File: src/rtl/piso_tx_scheduler_pkg.sv
// Shared definitions for the PISO transmit scheduler: FSM encodings and
// a constant-width helper.
package piso_tx_scheduler_pkg;

  localparam logic [1:0] S_IDLE  = 2'd0;
  localparam logic [1:0] S_SHIFT = 2'd1;
  localparam logic [1:0] S_GAP   = 2'd2;

  // Bits needed to index value distinct items (minimum 1).
  function automatic int clog2(input int value);
    int r;
    r = 1;
    for (int i = 1; i < 31; i++) begin
      if ((32'sd1 << i) < value) begin
        r = i + 1;
      end else begin
        r = r;
      end
    end
    return r;
  endfunction

endpackage

File: src/rtl/piso_shifter.sv
// WIDTH-bit parallel-load, left-shifting register with zero fill.
// Load wins over shift; the MSB is the serial output.
module piso_shifter #(
  parameter int WIDTH = 4
) (
  input  logic             clk,
  input  logic             rst,
  input  logic             load,
  input  logic             shift,
  input  logic [WIDTH-1:0] d,
  output logic             q_msb
);

  logic [WIDTH-1:0] sr_q;
  logic [WIDTH-1:0] sr_d;

  // Next shifter contents
  always_comb begin
    sr_d = sr_q;
    if (load) begin
      sr_d = d;
    end else if (shift) begin
      sr_d = {sr_q[WIDTH-2:0], 1'b0};
    end else begin
      sr_d = sr_q;
    end
  end

  // Shifter register
  always_ff @(posedge clk or negedge rst) begin
    if (!rst) begin
      sr_q <= '0;
    end else begin
      sr_q <= sr_d;
    end
  end

  assign q_msb = sr_q[WIDTH-1];

endmodule

File: src/rtl/piso_tx_scheduler.sv
// Round-robin scheduler sharing one PISO shifter between NREQ requesters,
// framing each word with valid/last and inserting GAP idle cycles.
module piso_tx_scheduler
  import piso_tx_scheduler_pkg::*;
#(
  parameter  int WIDTH = 4,
  parameter  int NREQ  = 4,
  parameter  int GAP   = 1,
  localparam int IW    = clog2(NREQ)
) (
  input  logic                  clk,
  input  logic                  rst,
  input  logic [NREQ-1:0]       req,
  input  logic [NREQ*WIDTH-1:0] data,
  output logic [NREQ-1:0]       ack,
  output logic                  ser_out,
  output logic                  ser_valid,
  output logic                  ser_last,
  output logic [IW-1:0]         gnt_id,
  output logic                  busy
);

  localparam int             BW       = clog2(WIDTH);
  localparam int             GW       = clog2(GAP + 2);
  localparam int             GAP_M1   = (GAP > 0) ? GAP - 1 : 0;
  localparam logic [BW-1:0]  BIT_LAST = BW'(WIDTH - 1);
  localparam logic [GW-1:0]  GAP_LAST = GW'(GAP_M1);
  localparam logic [IW-1:0]  PTR_RST  = IW'(NREQ - 1);

  logic [1:0]       state_q, state_d;
  logic [BW-1:0]    bit_cnt_q, bit_cnt_d;
  logic [GW-1:0]    gap_cnt_q, gap_cnt_d;
  logic [IW-1:0]    ptr_q, ptr_d;
  logic [IW-1:0]    gnt_id_q, gnt_id_d;
  logic [NREQ-1:0]  ack_q, ack_d;
  logic             ser_valid_q, ser_valid_d;
  logic             ser_last_q, ser_last_d;
  logic             busy_q, busy_d;

  logic             found_s;
  logic [IW-1:0]    pick_s;
  logic [IW-1:0]    idx_s;
  logic             grant_s;
  logic             shift_s;
  logic [WIDTH-1:0] word_s;

  // Round-robin search starting just after the last granted requester
  always_comb begin
    found_s = 1'b0;
    pick_s  = '0;
    idx_s   = '0;
    for (int i = 1; i <= NREQ; i++) begin
      idx_s   = IW'((int'(ptr_q) + i) % NREQ);
      pick_s  = (!found_s && req[idx_s]) ? idx_s : pick_s;
      found_s = found_s | req[idx_s];
    end
  end

  assign word_s  = data[int'(pick_s)*WIDTH +: WIDTH];
  assign shift_s = (state_q == S_SHIFT);

  // FSM, counters, pointer and next registered output values
  always_comb begin
    state_d   = state_q;
    bit_cnt_d = bit_cnt_q;
    gap_cnt_d = gap_cnt_q;
    ptr_d     = ptr_q;
    gnt_id_d  = gnt_id_q;
    ack_d     = '0;
    grant_s   = 1'b0;
    case (state_q)
      S_IDLE: begin
        if (found_s) begin
          grant_s   = 1'b1;
          state_d   = S_SHIFT;
          bit_cnt_d = '0;
          ptr_d     = pick_s;
          gnt_id_d  = pick_s;
          ack_d     = NREQ'(1) << pick_s;
        end else begin
          state_d = S_IDLE;
        end
      end
      S_SHIFT: begin
        if (bit_cnt_q == BIT_LAST) begin
          bit_cnt_d = '0;
          gap_cnt_d = '0;
          state_d   = (GAP > 0) ? S_GAP : S_IDLE;
        end else begin
          bit_cnt_d = bit_cnt_q + BW'(1);
        end
      end
      S_GAP: begin
        if (gap_cnt_q == GAP_LAST) begin
          gap_cnt_d = '0;
          state_d   = S_IDLE;
        end else begin
          gap_cnt_d = gap_cnt_q + GW'(1);
        end
      end
      default: begin
        state_d = S_IDLE;
      end
    endcase
    ser_valid_d = (state_d == S_SHIFT);
    ser_last_d  = (state_d == S_SHIFT) && (bit_cnt_d == BIT_LAST);
    busy_d      = (state_d != S_IDLE);
  end

  // Control and output registers
  always_ff @(posedge clk or negedge rst) begin
    if (!rst) begin
      state_q     <= S_IDLE;
      bit_cnt_q   <= '0;
      gap_cnt_q   <= '0;
      ptr_q       <= PTR_RST;
      gnt_id_q    <= '0;
      ack_q       <= '0;
      ser_valid_q <= 1'b0;
      ser_last_q  <= 1'b0;
      busy_q      <= 1'b0;
    end else begin
      state_q     <= state_d;
      bit_cnt_q   <= bit_cnt_d;
      gap_cnt_q   <= gap_cnt_d;
      ptr_q       <= ptr_d;
      gnt_id_q    <= gnt_id_d;
      ack_q       <= ack_d;
      ser_valid_q <= ser_valid_d;
      ser_last_q  <= ser_last_d;
      busy_q      <= busy_d;
    end
  end

  // The shifter drains to zero by the end of a frame, so its MSB is 0 outside SHIFT.
  piso_shifter #(
    .WIDTH (WIDTH)
  ) u_shifter (
    .clk   (clk),
    .rst   (rst),
    .load  (grant_s),
    .shift (shift_s),
    .d     (word_s),
    .q_msb (ser_out)
  );

  assign ack       = ack_q;
  assign ser_valid = ser_valid_q;
  assign ser_last  = ser_last_q;
  assign gnt_id    = gnt_id_q;
  assign busy      = busy_q;

endmodule
File: config.mk
export PLATFORM = sky130hd
export DESIGN_NAME = piso_tx_scheduler
export DESIGN_NICKNAME = d
export VERILOG_FILES = /design/src/rtl/piso_tx_scheduler_pkg.sv /design/src/rtl/piso_shifter.sv /design/src/rtl/piso_tx_scheduler.sv
export SDC_FILE = /design/constraint.sdc
export NUM_CORES = 1
export LEC_CHECK = 0
export BUFFER_PORTS_ARGS = -buffer_cell sky130_fd_sc_hd__buf_2
export CORE_UTILIZATION = 50
export DETAILED_ROUTE_END_ITERATION = 10
export GPL_TIMING_DRIVEN = 0
export PLACE_DENSITY_LB_ADDON = 0.2
export SETUP_SLACK_MARGIN = 0.5
export SLEW_MARGIN = 10
export SYNTH_ARGS = -nofsm -noshare
export SYNTH_HDL_FRONTEND = slang
export SYNTH_SLANG_ARGS = --single-unit
File: constraint.sdc
create_clock -name clk -period 2.65 [get_ports clk]
set_input_delay 0.53 -clock clk [delete_from_list [all_inputs] [get_ports clk]]
set_output_delay 0.53 -clock clk [all_outputs]
set_load 0.05 [all_outputs]
==> impl_metrics.py <==
metrics = {
    "timing": {
        "period_needed_ps": 1877,
        "rsz0062_at_grt": "no",
        "finalSetupViolations": 0,
        "min_period_over_period": 0.7083,
        "max_freq_ghz": 0.5328,
        "tns_ps": 0,
        "slew_headroom": 0.7013,
        "finalMaxSlewViolations": 0,
        "clock_skew_ps": 8.302,
        "finalHoldViolCount": 0,
        "worst_slew_pin_slew_ps": 448.1,
    },
    "floorplan": {
        "die_area_um2": 2386,
        "die_y_um": 48.85,
        "coreArea_um2": 2022,
        "ios": 32,
        "rows": 16,
        "die_x_um": 48.85,
        "initial_utilization": 0.5427,
    },
    "clocking": {
        "clkTransAtPathRegs_ps": 120,
        "post_cts_buffers": 0,
        "cts_buffer_depth": 2,
        "clockRootBuffer": "clkbuf_4",
        "h-tree-depth": 1,
        "cts_tree": "built",
        "cts_hold_buffers": 0,
        "worstSkewPairLatency_ps": 310,
        "numCtsBuffers": 3,
        "cts.sinks": 21,
        "cts_resized": 0,
    },
    "worst_setup_path": {
        "cp_slowest_cell": "dfstp_2",
        "critPathRequiredTime_ps": 2850,
        "endpoint": "u_shifter.sr_q[2]",
        "r2r_end": "u_shifter.sr_q[2]",
        "crit_path_end_kind": "register",
        "rr_startpoint": "ptr_q[1]",
        "slowest_delay_ps": 600,
        "arrival_ps": 2080,
        "path_cells": "and2_1 -> o32ai_1 -> or4_1 -> buf_2 -> a211oi_2 -> nor3_1",
        "r2r_cells": 6,
        "crit_type": "register to register",
        "timing.reg2reg.setup_slack_ps": 770,
        "crit_start": "ptr_q[1]",
        "worst-path-max-fanout": 7,
        "crit_path_start_kind": "register",
    },
    "yosys": {
        "synth_top_area_cell": "dfrtp_1",
        "synthTopCellsByCount": "19 x dfrtp_1, 14 x inv_1, 9 x a211oi_1, 9 x a21oi_1, 8 x nor2_1",
        "yosysMostFrequentCell": "dfrtp_1",
        "syn_area_um2": 1097,
        "synthFlopType": "dfrtp_1",
        "avgSynthCellArea_um2": 9.886,
        "synthArstFlopShare": 1.000,
        "synth_cells": 111,
        "synth_edf_count": 0,
        "netlist.area_leader.share": 0.4333,
        "synth_cell_types": 36,
        "yosysSeqAreaShare": 0.4812,
        "synth_area_leaders": "dfrtp_1 43%, a211oi_1 6.2%, dfstp_2 4.8%, inv_1 4.8%, a21oi_1 4.1%",
        "synth_nets": 136,
        "synth_warnings": 0,
        "synth_seq_cells": 21,
    },
    "power_and_ir_drop": {
        "p_switching_mw": 0.6623,
        "p_leak_nw": 0.6374,
        "clockPowerShare": 0.106,
        "pwr-share-comb": 0.520,
        "netSwitchingFraction": 0.4617,
        "seqPwrFrac": 0.374,
        "power_density_nw_per_um2": 1092,
        "ir_drop_uv": 670.0,
        "internal_power_mw": 0.7721,
    },
    "layout": {
        "drive_above_1_share": 0.3288,
        "syn2layout_area_growth_pct": 19.73,
        "fill_cells": 176,
        "diodes": 0,
        "fin_nets": 172,
        "final_cells": 173,
        "final_cell_area_um2": 1314,
    },
    "run": {
        "drv_cap": 0,
    },
    "routing": {
        "vias_per_cell": 5.486,
        "drt_first_pass_iters": 4,
        "drcViolationCount": 0,
        "route.vias.total": 949,
        "ant_nets": 0,
        "drtIter0Drc": 20,
        "wl_um": 2180,
        "wire_per_inst_um": 12.60,
    },
    "global_route": {
        "grtUsageMet1": 0.2581,
        "grtUsageMet2": 0.3657,
        "grt_pass1_wl_um": 3850,
        "grt_start_max_net_pins": 22,
        "antenna_found_initial": 0,
        "gr-usage-all-layers": 0.2080,
        "grt_busiest_layer": "met2",
        "grt_pass1_vias": 904,
        "grtUsageMet3": 0.05296,
        "grt_overflow": 0,
    },
    "min_path": {
        "worst_hold_path_type": "primary input to asynchronous set/reset pin",
    },
    "place": {
        "dp_cells": 169,
        "dpl-instance-area_um2": 1286,
        "gp_congestion": 0.8671,
        "portBuffers": 31,
        "post-dp-hpwl_um": 1673,
    },
    "outcome": {
        "outcome": "complete, no violations",
    },
}
-- critical path, delay by kind of cell, from the launching register on --
| family | cells | cell delay [ps] |
|---|---|---|
| AND/OR/NAND/NOR | 3 | 690 |
| flip-flops | 1 | 600 |
| AO/OA/AOI/OAI | 2 | 310 |
| buffers and inverters | 1 | 180 |
-- power groups by stage --
stage,sequential (mW),combinational (mW),clock (mW)
after floorplan,0.707,0.411,0
after global placement,0.537,0.726,0
after detailed placement,0.542,0.746,0
after CTS,0.536,0.750,0.158
after global routing,0.555,0.823,0.171
final,0.537,0.746,0.152
-- placed cells by master, fill, tap and decap left out, types with 3 or more instances in the layout --
cell type and count:
buf_2 34, dfrtp_1 19, inv_1 14, a21oi_1 9, a211oi_1 9, nor2_1 8
o21ai_0 4, nand2_1 3, a211oi_2 3, nor3_1 3, ha_1 3, clkbuf_4 3
-- flip-flops by register name, summed over array words and instances (netlist names), 2 cells and up --
name            flops
ack                 4
bit_cnt_q           2
gap_cnt_q           2
gnt_id              2
ptr_q               2
state_q             2
u_shifter.sr_q      4
-- cells by family (layout without fill, tap and decap cells) --
| family | Yosys count | in the layout | share of synthesized area |
|---|---|---|---|
| AO/OA/AOI/OAI | 40 | 40 | 0.2680 |
| adder cells (fa/ha/maj) | 3 | 3 | 0.03421 |
| buffers and inverters | 19 | 54 | 0.06840 |
| flip-flops | 21 | 21 | 0.4812 |
| multiplexers | 2 | 2 | 0.01824 |
| AND/OR/NAND/NOR | 26 | 26 | 0.1300 |
-- through the flow --
step                      worst slack (ps)  utilization  hold slack (ps)  power (mW)
final                                773.0       0.6498            145.0       1.434
after global routing                 642.7       0.6498            176.8       1.548
after CTS                            768.9       0.6498            164.0       1.444
after detailed placement             576.0       0.6361            479.6       1.289
after global placement               606.7       0.6361            474.7       1.263
after floorplan                      868.0            -            234.4       1.118
-- per-layer routing --
layer	routed length [um]	share of wire
met2	1114	0.51
met1	930	0.43
met3	122	0.056
met5	0	0
met4	11	0.0050
-- cell type report --
class / count / area [um2] / share of cell area
plain buffers: 4 / 18.77 / 0.01429
clock buffers: 3 / 22.52 / 0.01714
flip-flops and latches: 21 / 528.0 / 0.4019
well taps: 27 / 33.78 / 0.02571
repair buffers: 31 / 155.1 / 0.1181
multi-input cells: 71 / 494.2 / 0.3762
inverters: 15 / 56.30 / 0.04286
clock inverters: 1 / 5.005 / 0.003810
-- worst min-delay path by stage --
stage               slack [ps]  cells after the start      start         to
floorplan                  230                      0        rst     ack[0]
detailed placement         480                      1  gnt_id[0]  gnt_id[0]
global placement           470                      1  gnt_id[0]  gnt_id[0]
global route               180                      1        rst   ser_last
finish                     140                      1        rst   ser_last
CTS                        160                      1        rst   ser_last
No activity file was read; power rests on OpenSTA's default activity.
